**src/rtl/alu_exec_unit_if.sv**
```systemverilog
// Handshake bus for the execute-stage ALU: operation request from decode,
// result and flags back to writeback.
interface alu_exec_unit_if;
    logic        in_valid;
    logic        in_ready;
    logic [31:0] A;
    logic [31:0] B;
    logic [3:0]  ALUOp;
    logic        out_valid;
    logic        out_ready;
    logic [31:0] R;
    logic        ALUz;
    logic        V;
    logic        C;
    logic        err;

    modport master (
        output in_valid, A, B, ALUOp, out_ready,
        input  in_ready, out_valid, R, ALUz, V, C, err
    );

    modport slave (
        input  in_valid, A, B, ALUOp, out_ready,
        output in_ready, out_valid, R, ALUz, V, C, err
    );
endinterface

```
**src/rtl/alu_exec_unit.sv**
```systemverilog
// Non-pipelined execute ALU: single-cycle logic/arith ops, iterative one-bit-per-cycle
// shifter for SLL/SRL/SRA, result held until writeback accepts it.
module alu_exec_unit (
    input logic            clk,
    input logic            rst,
    alu_exec_unit_if.slave bus
);
    localparam logic [3:0] OP_AND = 4'b0000;
    localparam logic [3:0] OP_OR  = 4'b0001;
    localparam logic [3:0] OP_ADD = 4'b0010;
    localparam logic [3:0] OP_SLL = 4'b0011;
    localparam logic [3:0] OP_SRL = 4'b0100;
    localparam logic [3:0] OP_SRA = 4'b0101;
    localparam logic [3:0] OP_SUB = 4'b0110;
    localparam logic [3:0] OP_SLT = 4'b0111;
    localparam logic [3:0] OP_NOR = 4'b1100;

    typedef enum logic [1:0] {IDLE, SHIFT, DONE} state_t;

    state_t      state_reg, state_next;
    logic [3:0]  op_reg, op_next;
    logic [31:0] sh_reg, sh_next;
    logic [4:0]  cnt_reg, cnt_next;
    logic [31:0] r_reg, r_next;
    logic        z_reg, z_next;
    logic        v_reg, v_next;
    logic        c_reg, c_next;
    logic        err_reg, err_next;

    // Single-cycle datapath, evaluated on the operands presented in IDLE.
    logic [31:0] b_op;
    logic [32:0] sum;
    logic [31:0] alu_r;
    logic        alu_v, alu_c, alu_err, is_shift;

    always_comb begin
        b_op    = (bus.ALUOp == OP_SUB) ? ~bus.B : bus.B;
        sum     = {1'b0, bus.A} + {1'b0, b_op} + {32'd0, (bus.ALUOp == OP_SUB)};
        alu_r   = '0;
        alu_v   = 1'b0;
        alu_c   = 1'b0;
        alu_err = 1'b0;
        case (bus.ALUOp)
            OP_AND: alu_r = bus.A & bus.B;
            OP_OR:  alu_r = bus.A | bus.B;
            OP_NOR: alu_r = ~(bus.A | bus.B);
            OP_ADD: begin
                alu_r = sum[31:0];
                alu_c = sum[32];
                alu_v = (bus.A[31] == bus.B[31]) && (sum[31] != bus.A[31]);
            end
            OP_SUB: begin
                alu_r = sum[31:0];
                alu_c = sum[32];
                alu_v = (bus.A[31] != bus.B[31]) && (sum[31] != bus.A[31]);
            end
            OP_SLT: alu_r = {31'd0, ($signed(bus.A) < $signed(bus.B))};
            OP_SLL, OP_SRL, OP_SRA: alu_r = '0;
            default: alu_err = 1'b1;
        endcase
    end

    assign is_shift = (bus.ALUOp == OP_SLL) || (bus.ALUOp == OP_SRL) || (bus.ALUOp == OP_SRA);

    // One-bit shift step of the shift register for each direction.
    logic [31:0] sll1, srl1, sra1, step;

    generate
        for (genvar gi = 0; gi < 32; gi++) begin : g_step
            if (gi == 0) begin : g_lo
                assign sll1[gi] = 1'b0;
            end else begin : g_lo
                assign sll1[gi] = sh_reg[gi-1];
            end
            if (gi == 31) begin : g_hi
                assign srl1[gi] = 1'b0;
                assign sra1[gi] = sh_reg[31];
            end else begin : g_hi
                assign srl1[gi] = sh_reg[gi+1];
                assign sra1[gi] = sh_reg[gi+1];
            end
        end
    endgenerate

    always_comb begin
        case (op_reg)
            OP_SLL:  step = sll1;
            OP_SRL:  step = srl1;
            default: step = sra1;
        endcase
    end

    always_comb begin
        state_next = state_reg;
        op_next    = op_reg;
        sh_next    = sh_reg;
        cnt_next   = cnt_reg;
        r_next     = r_reg;
        z_next     = z_reg;
        v_next     = v_reg;
        c_next     = c_reg;
        err_next   = err_reg;
        case (state_reg)
            IDLE: begin
                if (bus.in_valid) begin
                    op_next = bus.ALUOp;
                    if (is_shift && (bus.B[4:0] == 5'd0)) begin
                        r_next     = bus.A;
                        z_next     = (bus.A == 32'd0);
                        v_next     = 1'b0;
                        c_next     = 1'b0;
                        err_next   = 1'b0;
                        state_next = DONE;
                    end else if (is_shift) begin
                        sh_next    = bus.A;
                        cnt_next   = bus.B[4:0];
                        state_next = SHIFT;
                    end else begin
                        r_next     = alu_r;
                        z_next     = !alu_err && (alu_r == 32'd0);
                        v_next     = alu_v;
                        c_next     = alu_c;
                        err_next   = alu_err;
                        state_next = DONE;
                    end
                end
            end
            SHIFT: begin
                sh_next  = step;
                cnt_next = cnt_reg - 5'd1;
                // The last step goes straight to R so the result is ready on the same edge.
                if (cnt_reg == 5'd1) begin
                    r_next     = step;
                    z_next     = (step == 32'd0);
                    v_next     = 1'b0;
                    c_next     = 1'b0;
                    err_next   = 1'b0;
                    state_next = DONE;
                end
            end
            DONE: begin
                if (bus.out_ready) state_next = IDLE;
            end
            default: state_next = IDLE;
        endcase
    end

    always_ff @(posedge clk or posedge rst) begin
        if (rst) begin
            state_reg <= IDLE;
            op_reg    <= '0;
            sh_reg    <= '0;
            cnt_reg   <= '0;
            r_reg     <= '0;
            z_reg     <= 1'b0;
            v_reg     <= 1'b0;
            c_reg     <= 1'b0;
            err_reg   <= 1'b0;
        end else begin
            state_reg <= state_next;
            op_reg    <= op_next;
            sh_reg    <= sh_next;
            cnt_reg   <= cnt_next;
            r_reg     <= r_next;
            z_reg     <= z_next;
            v_reg     <= v_next;
            c_reg     <= c_next;
            err_reg   <= err_next;
        end
    end

    assign bus.in_ready  = (state_reg == IDLE);
    assign bus.out_valid = (state_reg == DONE);
    assign bus.R         = r_reg;
    assign bus.ALUz      = z_reg;
    assign bus.V         = v_reg;
    assign bus.C         = c_reg;
    assign bus.err       = err_reg;
endmodule

```
**src/flat_wrapper.sv**
```systemverilog
// flat-port wrapper written by rule: the top's interface ports become plain ports
module alu_exec_unit_flat 
  (clk, rst, bus_in_valid, bus_A, bus_B, bus_ALUOp, bus_out_ready, bus_in_ready, bus_out_valid, bus_R, bus_ALUz, bus_V, bus_C, bus_err);
  alu_exec_unit_if bus_i ();
  input logic clk;
  input logic rst;
  input wire logic [$bits(bus_i.in_valid)-1:0] bus_in_valid;
  input wire logic [$bits(bus_i.A)-1:0] bus_A;
  input wire logic [$bits(bus_i.B)-1:0] bus_B;
  input wire logic [$bits(bus_i.ALUOp)-1:0] bus_ALUOp;
  input wire logic [$bits(bus_i.out_ready)-1:0] bus_out_ready;
  output wire logic [$bits(bus_i.in_ready)-1:0] bus_in_ready;
  output wire logic [$bits(bus_i.out_valid)-1:0] bus_out_valid;
  output wire logic [$bits(bus_i.R)-1:0] bus_R;
  output wire logic [$bits(bus_i.ALUz)-1:0] bus_ALUz;
  output wire logic [$bits(bus_i.V)-1:0] bus_V;
  output wire logic [$bits(bus_i.C)-1:0] bus_C;
  output wire logic [$bits(bus_i.err)-1:0] bus_err;
  assign bus_i.in_valid = bus_in_valid;
  assign bus_i.A = bus_A;
  assign bus_i.B = bus_B;
  assign bus_i.ALUOp = bus_ALUOp;
  assign bus_i.out_ready = bus_out_ready;
  assign bus_in_ready = bus_i.in_ready;
  assign bus_out_valid = bus_i.out_valid;
  assign bus_R = bus_i.R;
  assign bus_ALUz = bus_i.ALUz;
  assign bus_V = bus_i.V;
  assign bus_C = bus_i.C;
  assign bus_err = bus_i.err;
  alu_exec_unit u_core (.clk(clk), .rst(rst), .bus(bus_i));
endmodule
```
**config.mk**
```make
export PLATFORM = sky130hd
export DESIGN_NAME = alu_exec_unit_flat
export DESIGN_NICKNAME = d
export VERILOG_FILES = /design/src/rtl/alu_exec_unit_if.sv /design/src/rtl/alu_exec_unit.sv /design/src/flat_wrapper.sv
export SDC_FILE = /design/constraint.sdc
export NUM_CORES = 1
export LEC_CHECK = 0
export ABC_AREA = 1
export CAP_MARGIN = 20
export CORE_MARGIN = 2
export CORE_UTILIZATION = 25
export DETAILED_ROUTE_END_ITERATION = 10
export REMOVE_ABC_BUFFERS = 1
export SKIP_CTS_REPAIR_TIMING = 1
export SKIP_LAST_GASP = 1
export SYNTH_ARGS = -nofsm -noshare
export SYNTH_HDL_FRONTEND = slang
export SYNTH_SLANG_ARGS = --single-unit
```
**constraint.sdc**
```tcl
create_clock -name clk -period 5.3 [get_ports clk]
set_clock_uncertainty 0.2 [all_clocks]
set_input_delay 1.06 -clock clk [delete_from_list [all_inputs] [get_ports clk]]
set_output_delay 1.06 -clock clk [all_outputs]
set_load 0.05 [all_outputs]
```
==> flow_summary_export.csv <==
group,metric,value,unit
timing,timing.final.hold_violations,0,
synthesis,postSynthRegisterBits,79,
routing,via_per_inst,4.88,
global_route,globalRoute.totalOverflow,0,
layout,antenna-diode-count,0,
timing,post-route-worst-setup-slack,0.483,ns
layout,area_growth_syn_to_layout,20.3,%
synthesis,cells_after_synthesis,1548,
synthesis,biggest_area_contributors_in_the_synthesized_netlist,"dfrtp_1 20%, ha_1 17%, nand2_1 15%, inv_1 8.7%, nand3_1 6.1%",
timing,fin_worst_hold_slack,0.283,ns
timing,worst_slew_pin_slew,1.05,ns
clock_tree,cts.path.max_buffers,2,
placement,placedCellCount,2142,
synthesis,postSynthAreaPerCell,6.39,sq um
job,cap_viol_max_count,0,
pwr,finalPower,0.00432,W
floorplanning,die_x,203,um
clock_tree,clock_tree.htree_level_count,3,
worst_setup_path,timing.critical_path.to_type,"flip-flop",
worst_hold_path,hold_path.class,"flip-flop to flip-flop",
placement,place.detailed.hpwl,31300,um
synthesis,synth_async_sr_flop_share,100,%
global_route,first_global_vias,10300,
worst_setup_path,critPathSlowestCell,"clkdlybuf4s50_1",
synthesis,yosys.area.top_type_share,20.0,%
routing,routed_wl,38400,um
synthesis,synth_ff_type,"dfrtp_1",
placement,io_buffer_count,109,
routing,first_pass_iters,5,
routing,drt_iter0_markers,824,
worst_setup_path,reg2reg_slack,1.49,ns
routing,avgRoutedWirePerCell,17.8,um
floorplanning,chip_height,203,um
synthesis,yosys.cell_types.count,41,
global_route,grt_pass1_wl,59500,um
worst_setup_path,cp_cell_sequence,"clkdlybuf4s50_1, inv_2, nor2_2, nand2_2, buf_12, xor2_1, fa_1, inv_1, nand2_1, nand2_1, nor2_1, nor2_1, nand3_1, nor2_1, nand2_1, nor2_1, nand3_1, nor2_1, nand4_1, nor2_1, nand3_1, o21bai_1, nand2_1, a21oi_1",
worst_setup_path,setup.worst_path.class,"primary input to flip-flop",
synthesis,yosysMostFrequentCell,"nand2_1",
worst_setup_path,critical_path.max_stage_delay,0.62,ns
synthesis,seq_area_frac_synth,20.0,%
timing,setup-tns-final,0,ns
worst_setup_path,worstPathRequired,5.38,ns
global_route,grt_start_max_net_pins,58,
synthesis,synth-edff-count,0,
global_route,grt.total_usage,18.5,%
floorplanning,num_rows,72,
routing,remaining_drc_errors,0,
synthesis,cell_area_synth,9890,sq um
layout,drive_above_1_share,4.08,%
pwr,leakage_power,5.83,nW
synthesis,yosys.area.top_type,"dfrtp_1",
clock_tree,clkTransAtPathRegs,0.06,ns
status,status,"complete, no violations",
worst_setup_path,cp_common_cell,"nor2_1",
worst_setup_path,worst_path_arrival,4.90,ns
worst_setup_path,worstPathMaxFanout,33,
floorplanning,floorplan.initialDensity,25.5,%
timing,achievable-frequency,208,MHz
routing,ant_nets,0,
clock_tree,clock_tree_from_tritoncts,"yes",
synthesis,netlist_top_cells_count,"387 x nand2_1, 229 x inv_1, 138 x nor2_1",
placement,globalplace.congestion,0.958,
placement,preCtsSetupSlack,0.210,ns
clock_tree,clockRootBuffer,"clkbuf_16",
pwr,irDropWorstVdd,0.157,mV
clock_tree,numCtsBuffers,9,
floorplanning,fp.coreArea,38800,sq um
global_route,antenna_found_initial,0,
layout,finalNetCount,1846,
layout,final-instance-count-excl-fill,2159,
clock_tree,worst_skew_pair.late_latency,0.36,ns
timing,report.final.setup_viol,0,
worst_setup_path,critPathLaunchType,"primary input",
timing,maxSlewViolCount,0,
floorplanning,io-pin-count,110,
timing,rsz0062_at_grt,"false",
clock_tree,clock_sinks,79,
pwr,p_per_area,363,nW/um^2
floorplanning,die_area,41200,sq um
synthesis,yosys_warnings,0,
routing,dr_total_vias,10500,
timing,timing.slew.headroom,29.9,%
timing,final.period_utilization,90.9,%
timing,layout_min_cycle_time,4.82,ns
-- cell usage in the layout (no fill, tap or decap), types with 24 or more instances in the layout --
| cell type | instances |
|---|---|
| clkdlybuf4s50_1 | 109 |
| inv_1 | 227 |
| a21oi_1 | 74 |
| nand2_1 | 387 |
| nor2_1 | 134 |
| ha_1 | 137 |
| dfrtp_1 | 79 |
| o21ai_0 | 107 |
| o21a_1 | 24 |
| xor2_1 | 33 |
| nand3_1 | 121 |
| o311ai_0 | 26 |
-- where the power goes --
| group | total, W | switching, W | internal [W] |
|---|---|---|---|
| Clock | 0.000619 | 0.000284 | 0.000335 |
| Sequential | 0.00108 | 0.000187 | 0.000893 |
| Combinational | 0.00262 | 0.00174 | 0.000877 |
-- cell families after synthesis --
| logic type | share of synthesized area, % |
|---|---|
| fa+ha+maj | 17.5 |
| flops | 20.0 |
| xor+xnor | 2.92 |
| compound gates | 16.8 |
| simple gates | 31.7 |
| buf+inv | 11.0 |
-- layer usage --
layer	wire, um	up-vias	GRT usage, %
met5	0	-	0
met4	704	0	4.95
met3	2190	35	2.44
met2	17600	307	30.5
met1	17900	4971	25.4
li1	-	5224	-
-- final cells by class --
| type | count | area [sq um] |
|---|---|---|
| clock inverters | 5 | 41.3 |
| flip-flops and latches | 79 | 1980 |
| clock buffers | 11 | 243 |
| fillers | 4269 | 26900 |
| multi-input cells | 1183 | 6840 |
| inverters | 234 | 880 |
| well taps | 518 | 648 |
| repair buffers | 129 | 1270 |
-- worst paths after layout --
path	from	cells past startpoint	endpoint
max	bus_ALUOp[1]	24	u_core.bus.ALUz
min	u_core.bus.R[11]	2	u_core.bus.R[11]
max reg2reg	u_core.op_reg[3]	12	u_core.bus.ALUz
min reg2reg	u_core.bus.R[11]	2	u_core.bus.R[11]
max in group asynchronous	rst	4	u_core.bus.R[11]
min in group asynchronous	rst	2	u_core.sh_reg[22]
-- critical path: cells and delay by family --
family	cells	cell delay, ns
XOR/XNOR	1	0.19
buffers and inverters	4	1.09
AO/OA/AOI/OAI	2	0.28
AND/OR/NAND/NOR	16	1.83
adder cells (fa/ha/maj)	1	0.42
-- metrics by stage --
step / utilization [%] / instance area (sq um)
6_report: 30.6 / 11900
5_1_grt: 30.6 / 11900
4_1_cts: 30.6 / 11900
3_5_place_dp: 29.9 / 11600
3_3_place_gp: 29.9 / 11600
2_1_floorplan: - / 9670
No activity file was read; power rests on OpenSTA's default activity.
